==> src/rtl/tt_pkg.sv <==
// Shared types and sizing helpers for the truth-table evaluator.
// The state enum is exported so checkers can watch the configuration FSM.
package tt_pkg;

   typedef enum logic [1:0] {
      IDLE   = 2'd0,
      LOAD   = 2'd1,
      COMMIT = 2'd2
   } tt_state_e;

   // Total table bits: one 2^n_in-deep column per output channel.
   function automatic int tt_width(input int n_in, input int n_out);
      return n_out * (1 << n_in);
   endfunction

   // Beat counter must reach tt_w itself during COMMIT, hence the extra bit.
   function automatic int cnt_width(input int tt_w);
      return $clog2(tt_w) + 1;
   endfunction

endpackage

==> src/rtl/tt_lut_eval_if.sv <==
// Evaluation and configuration signals of tt_lut_eval, plus FSM state for debug.
// Handshake: a cfg beat transfers on a clock edge where cfg_valid && cfg_ready; in_valid is a plain strobe.
interface tt_lut_eval_if #(
   parameter int N_IN  = 3,
   parameter int N_OUT = 1
);
   import tt_pkg::*;

   logic             in_valid;
   logic [N_IN-1:0]  in_data;
   logic             out_valid;
   logic [N_OUT-1:0] out_data;
   logic             cfg_valid;
   logic             cfg_data;
   logic             cfg_ready;
   logic             cfg_abort;
   logic             cfg_done;
   logic             cfg_busy;
   tt_state_e        cfg_state;

   modport master (
      output in_valid, in_data, cfg_valid, cfg_data, cfg_abort,
      input  out_valid, out_data, cfg_ready, cfg_done, cfg_busy, cfg_state
   );

   modport slave (
      input  in_valid, in_data, cfg_valid, cfg_data, cfg_abort,
      output out_valid, out_data, cfg_ready, cfg_done, cfg_busy, cfg_state
   );

endinterface

==> src/rtl/tt_lut_mux.sv <==
// Selects one bit of a 2^N_IN-entry truth-table column by an N_IN-bit index.
module tt_lut_mux #(
   parameter int N_IN = 3
) (
   input  logic [(1<<N_IN)-1:0] tbl,
   input  logic [N_IN-1:0]      idx,
   output logic                 bit_out
);

   assign bit_out = tbl[idx];

endmodule

==> src/rtl/tt_lut_eval.sv <==
// Programmable N_IN-input, N_OUT-channel truth-table evaluator with a serially
// loaded shadow table that is committed atomically while evaluation keeps running.
module tt_lut_eval
   import tt_pkg::*;
#(
   parameter int N_IN  = 3,
   parameter int N_OUT = 1,
   parameter logic [tt_width(N_IN, N_OUT)-1:0] DEFAULT_TT = 8'h97
) (
   input logic           clk,
   input logic           rst,
   tt_lut_eval_if.slave  bus
);

   localparam int DEPTH = 1 << N_IN;
   localparam int TT_W  = tt_width(N_IN, N_OUT);
   localparam int CW    = cnt_width(TT_W);

   tt_state_e        state, state_nxt;
   logic [TT_W-1:0]  active;
   logic [TT_W-1:0]  shadow;
   logic [CW-1:0]    count;
   logic [N_OUT-1:0] lut_bits;
   logic             out_valid_r;
   logic [N_OUT-1:0] out_data_r;
   logic             cfg_ready_c;
   logic             cfg_done_c;
   logic             cfg_busy_c;
   logic             abort_now;
   logic             accept;
   logic             last_beat;

   // Abort only matters outside COMMIT and wins over a same-cycle beat.
   assign abort_now = bus.cfg_abort && (state != COMMIT);
   assign accept    = bus.cfg_valid && cfg_ready_c && !abort_now;
   assign last_beat = (count == CW'(TT_W - 1));

   // State register
   always_ff @(posedge clk) begin
      if (rst) begin
         state <= IDLE;
      end else begin
         state <= state_nxt;
      end
   end

   // Next-state logic
   always_comb begin
      state_nxt = state;
      case (state)
         IDLE, LOAD: begin
            if (abort_now) begin
               state_nxt = IDLE;
            end else if (accept) begin
               state_nxt = last_beat ? COMMIT : LOAD;
            end
         end
         COMMIT:  state_nxt = IDLE;
         default: state_nxt = IDLE;
      endcase
   end

   // FSM outputs
   always_comb begin
      cfg_ready_c = 1'b1;
      cfg_done_c  = 1'b0;
      cfg_busy_c  = 1'b0;
      case (state)
         LOAD: begin
            cfg_busy_c = 1'b1;
         end
         COMMIT: begin
            cfg_ready_c = 1'b0;
            cfg_done_c  = 1'b1;
            cfg_busy_c  = 1'b1;
         end
         default: begin
            cfg_ready_c = 1'b1;
         end
      endcase
   end

   // Beat counter and shadow table; count is 0 in IDLE so the first beat lands in bit 0.
   always_ff @(posedge clk) begin
      if (rst) begin
         count  <= '0;
         shadow <= '0;
      end else begin
         if (state == COMMIT || abort_now) begin
            count <= '0;
         end else if (accept) begin
            count <= count + CW'(1);
         end
         for (int k = 0; k < TT_W; k++) begin
            if (accept && count == CW'(k)) begin
               shadow[k] <= bus.cfg_data;
            end
         end
      end
   end

   // Active table swaps at the end of COMMIT, so a same-cycle sample still sees the old one.
   always_ff @(posedge clk) begin
      if (rst) begin
         active <= DEFAULT_TT;
      end else if (state == COMMIT) begin
         active <= shadow;
      end
   end

   for (genvar c = 0; c < N_OUT; c++) begin : g_ch
      tt_lut_mux #(.N_IN(N_IN)) u_mux (
         .tbl     (active[c*DEPTH +: DEPTH]),
         .idx     (bus.in_data),
         .bit_out (lut_bits[c])
      );
   end

   // Result register: out_data holds when no sample arrives.
   always_ff @(posedge clk) begin
      if (rst) begin
         out_valid_r <= 1'b0;
         out_data_r  <= '0;
      end else begin
         out_valid_r <= bus.in_valid;
         if (bus.in_valid) begin
            out_data_r <= lut_bits;
         end
      end
   end

   assign bus.out_valid = out_valid_r;
   assign bus.out_data  = out_data_r;
   assign bus.cfg_ready = cfg_ready_c;
   assign bus.cfg_done  = cfg_done_c;
   assign bus.cfg_busy  = cfg_busy_c;
   assign bus.cfg_state = state;

endmodule

==> src/flat_wrapper.sv <==
// flat-port wrapper written by rule: the top's interface ports become plain ports
module tt_lut_eval_flat import tt_pkg::*;
#(
   parameter int N_IN  = 3,
   parameter int N_OUT = 1,
   parameter logic [tt_width(N_IN, N_OUT)-1:0] DEFAULT_TT = 8'h97
)
  (clk, rst, bus_in_valid, bus_in_data, bus_cfg_valid, bus_cfg_data, bus_cfg_abort, bus_out_valid, bus_out_data, bus_cfg_ready, bus_cfg_done, bus_cfg_busy, bus_cfg_state);
  tt_lut_eval_if #(.N_IN(N_IN), .N_OUT(N_OUT)) bus_i ();
  input logic clk;
  input logic rst;
  input wire logic [$bits(bus_i.in_valid)-1:0] bus_in_valid;
  input wire logic [$bits(bus_i.in_data)-1:0] bus_in_data;
  input wire logic [$bits(bus_i.cfg_valid)-1:0] bus_cfg_valid;
  input wire logic [$bits(bus_i.cfg_data)-1:0] bus_cfg_data;
  input wire logic [$bits(bus_i.cfg_abort)-1:0] bus_cfg_abort;
  output wire logic [$bits(bus_i.out_valid)-1:0] bus_out_valid;
  output wire logic [$bits(bus_i.out_data)-1:0] bus_out_data;
  output wire logic [$bits(bus_i.cfg_ready)-1:0] bus_cfg_ready;
  output wire logic [$bits(bus_i.cfg_done)-1:0] bus_cfg_done;
  output wire logic [$bits(bus_i.cfg_busy)-1:0] bus_cfg_busy;
  output wire logic [$bits(bus_i.cfg_state)-1:0] bus_cfg_state;
  assign bus_i.in_valid = bus_in_valid;
  assign bus_i.in_data = bus_in_data;
  assign bus_i.cfg_valid = bus_cfg_valid;
  assign bus_i.cfg_data = bus_cfg_data;
  assign bus_i.cfg_abort = bus_cfg_abort;
  assign bus_out_valid = bus_i.out_valid;
  assign bus_out_data = bus_i.out_data;
  assign bus_cfg_ready = bus_i.cfg_ready;
  assign bus_cfg_done = bus_i.cfg_done;
  assign bus_cfg_busy = bus_i.cfg_busy;
  assign bus_cfg_state = bus_i.cfg_state;
  tt_lut_eval #(.N_IN(N_IN), .N_OUT(N_OUT), .DEFAULT_TT(DEFAULT_TT)) u_core (.clk(clk), .rst(rst), .bus(bus_i));
endmodule
==> config.mk <==
export PLATFORM = sky130hd
export DESIGN_NAME = tt_lut_eval_flat
export DESIGN_NICKNAME = d
export VERILOG_FILES = /design/src/rtl/tt_pkg.sv /design/src/rtl/tt_lut_eval_if.sv /design/src/rtl/tt_lut_mux.sv /design/src/rtl/tt_lut_eval.sv /design/src/flat_wrapper.sv
export SDC_FILE = /design/constraint.sdc
export NUM_CORES = 1
export LEC_CHECK = 0
export CAP_MARGIN = 10
export CORE_MARGIN = 5
export CORE_UTILIZATION = 47
export DETAILED_ROUTE_END_ITERATION = 6
export GPL_TIMING_DRIVEN = 0
export PLACE_DENSITY = 0.8
export SLEW_MARGIN = 20
export SYNTH_ARGS = -nofsm -noshare
export SYNTH_HDL_FRONTEND = slang
export SYNTH_HIERARCHICAL = 1
export SYNTH_SLANG_ARGS = --single-unit
==> constraint.sdc <==
create_clock -name clk -period 1.6 [get_ports clk]
set_input_delay 0.32 -clock clk [delete_from_list [all_inputs] [get_ports clk]]
set_output_delay 0.32 -clock clk [all_outputs]
set_load 0.005 [all_outputs]
==> results.json <==
{
  "status": "complete, but fails checks",
  "violations": "setup timing",
  "drc": 0,
  "synth.cell_area_um2": 1152,
  "io_buffers": 15,
  "core_area_um2": 2410,
  "hpwlAfterDp_um": 1580,
  "finClkSkew_ps": 5.732,
  "areaGrowthSynthToFinish_pct": 29.75,
  "ios": 16,
  "grt_pass1_vias": 904,
  "die_x_um": 59.52,
  "worstSkewPairLatency_ps": 310,
  "antenna_left": 0,
  "worstPathMaxFanout": 5,
  "final_area_um2": 1495,
  "timing.max_slew.rel_slack": 0.7173,
  "min_path_cells": 1,
  "cts.sinks": 24,
  "period_needed_ps": 1649,
  "avgSynthCellArea_um2": 10.57,
  "synth-edff-count": 0,
  "hold_path.class": "register to register",
  "arrival_ps": 1910,
  "syn_inst": 109,
  "rows": 18,
  "drtIter0Drc": 23,
  "vias": 878,
  "rsz0062_at_grt": "true",
  "drive_gt1_frac": 0.2409,
  "grt_overflow": 0,
  "power.leakage_nw": 0.6027,
  "finalMaxSlewViolations": 0,
  "drt-total-wl_um": 2289,
  "worstMarginPinSlew_ps": 424.0,
  "final_cell_mix": "dfxtp_1, mux2i_1, clkdlybuf4s50_1, nand2b_1",
  "ys_seq_area_frac": 0.4169,
  "die_h_um": 59.52,
  "drv_cap": 0,
  "setup_viol": 3,
  "clk_pin_slew_ps": 130,
  "worst_setup_path_start_kind": "register",
  "hold_viol": 0,
  "worstSetupPathType": "register to register",
  "startpoint": "u_core/bus.cfg_state[1]",
  "final_common_cell": "dfxtp_1",
  "fin_hold_ws_ps": 477.1,
  "ir_worst_vdd_v": 0.0005584,
  "fin_nets": 154,
  "syn_nets": 125,
  "grt_pass1_wl_um": 3753,
  "place.gp.congestion": 0.8025,
  "min_period_over_period": 1.030,
  "clock_path_buffers": 2,
  "critPathCaptureType": "register",
  "power_mw": 1.034,
  "wl_per_cell_um": 13.71,
  "cts_tree": "yes",
  "placed_area_um2": 1354,
  "via_per_inst": 5.257,
  "fin_util": 0.6205,
  "htreeDepth": 1,
  "yosys_warnings": 6,
  "ys_seq_elements": 24,
  "p_per_area_nw_per_um2": 691.7,
  "async_flop_share": 0,
  "diodes": 0,
  "ys_types": 27,
  "die_area_um2": 3542,
  "initial_core_util": 0.4782,
  "cts_buffers": 3,
  "reg2reg_slack_ps": -50,
  "synth_flop_cell": "dfxtp_1",
  "grt_usage": 0.1405,
  "max_clock_freq_mhz": 606.5,
  "antenna_found_initial": 0,
  "layout_setup_ws_ps": -48.74,
  "drt-pass1-iter-count": 4,
  "r2r-start": "u_core/bus.cfg_state[1]",
  "grt_max_degree": 14,
  "min_from": "u_core/shadow[2]",
  "critPathRequiredTime_ps": 1870,
  "rr_worst_depth": 6,
  "cts-root-buf": "clkbuf_4"
}
## what timing repair did
action / in CTS / in global routing
buffers inserted: 8 / 1
endpoints found under the setup margin: 11 / 10
gates resized for setup: 17 / 11
pin swaps: 4 / 4
hold buffers: 0 / 0
## Yosys cell counts (2+ instances only)
cell / instances / area (um2)
nor2b_1: 3 / 18.77
nand3_1: 5 / 25.02
mux4_1: 2 / 52.55
a211o_1: 6 / 52.55
xnor2_1: 2 / 17.52
and2b_1: 3 / 22.52
or3_1: 2 / 12.51
nor2_1: 7 / 26.28
dfxtp_1: 24 / 480.5
nand3b_1: 4 / 30.03
ha_1: 7 / 87.58
mux2i_1: 12 / 120.1
a21oi_1: 2 / 10.01
nand2b_1: 9 / 56.30
clkbuf_1: 4 / 15.01
inv_1: 6 / 22.52
## kinds of logic (layout without fill, tap and decap cells)
| family | after synthesis | count (layout) | synth area share |
|---|---|---|---|
| AND/OR/NAND/NOR | 39 | 39 | 0.2204 |
| flip-flops | 24 | 24 | 0.4169 |
| multiplexers | 15 | 15 | 0.1596 |
| buffers and inverters | 12 | 40 | 0.04559 |
| AO/OA/AOI/OAI | 10 | 10 | 0.06623 |
| adder cells (fa/ha/maj) | 7 | 7 | 0.07600 |
| XOR/XNOR | 2 | 2 | 0.01520 |
## flip-flops by register name (all words and copies together), names as in the netlist
signal / cells
u_core/bus.out_valid: 1
u_core/active: 8
u_core/bus.out_data: 1
u_core/shadow: 8
u_core/count: 4
u_core/bus.cfg_state: 2
## cell type report
class                      count  area [um2]
tap                           30       37.54
multi-input combinational     73       663.1
fill                         205       914.6
buffer                         6       31.28
timing repair buffer          24       216.5
clock buffer                   4       36.28
sequential                    24       485.5
inverter                       6       25.02
## through the flow
step,setup WS (ps),instances,TNS [ps]
floorplan,0.1729,109,0
global placement,-362.5,154,-2825
detailed placement,-429.4,154,-3382
CTS,-71.97,166,-142.1
global route,-83.95,167,-430.3
finish,-48.74,167,-90.20
## per-layer routing
metal	share of wire	track usage
met1	0.43	0.1537
met5	0	0
met3	0.059	0.04575
met2	0.49	0.2387
met4	0.019	0.07595
## report_power, final
part / leakage (nW) / total [mW] / switching [mW] / internal [mW]
sequential: 0.196 / 0.610 / 0.00556 / 0.604
combinational: 0.386 / 0.106 / 0.0454 / 0.0607
clock: 0.0210 / 0.318 / 0.179 / 0.139
## worst paths after layout
path / endpoint
max: u_core/count[3]
min: u_core/active[2]
min reg2reg: u_core/active[2]
max reg2reg: u_core/count[3]
## critical path, stage by stage, from the launching register on
cell     delay (ps)
dfxtp_4         370
buf_6           120
ha_4            150
buf_6           120
or3b_4          400
or3_1           330
a21oi_2         110
(Power assumes the default switching activity.)
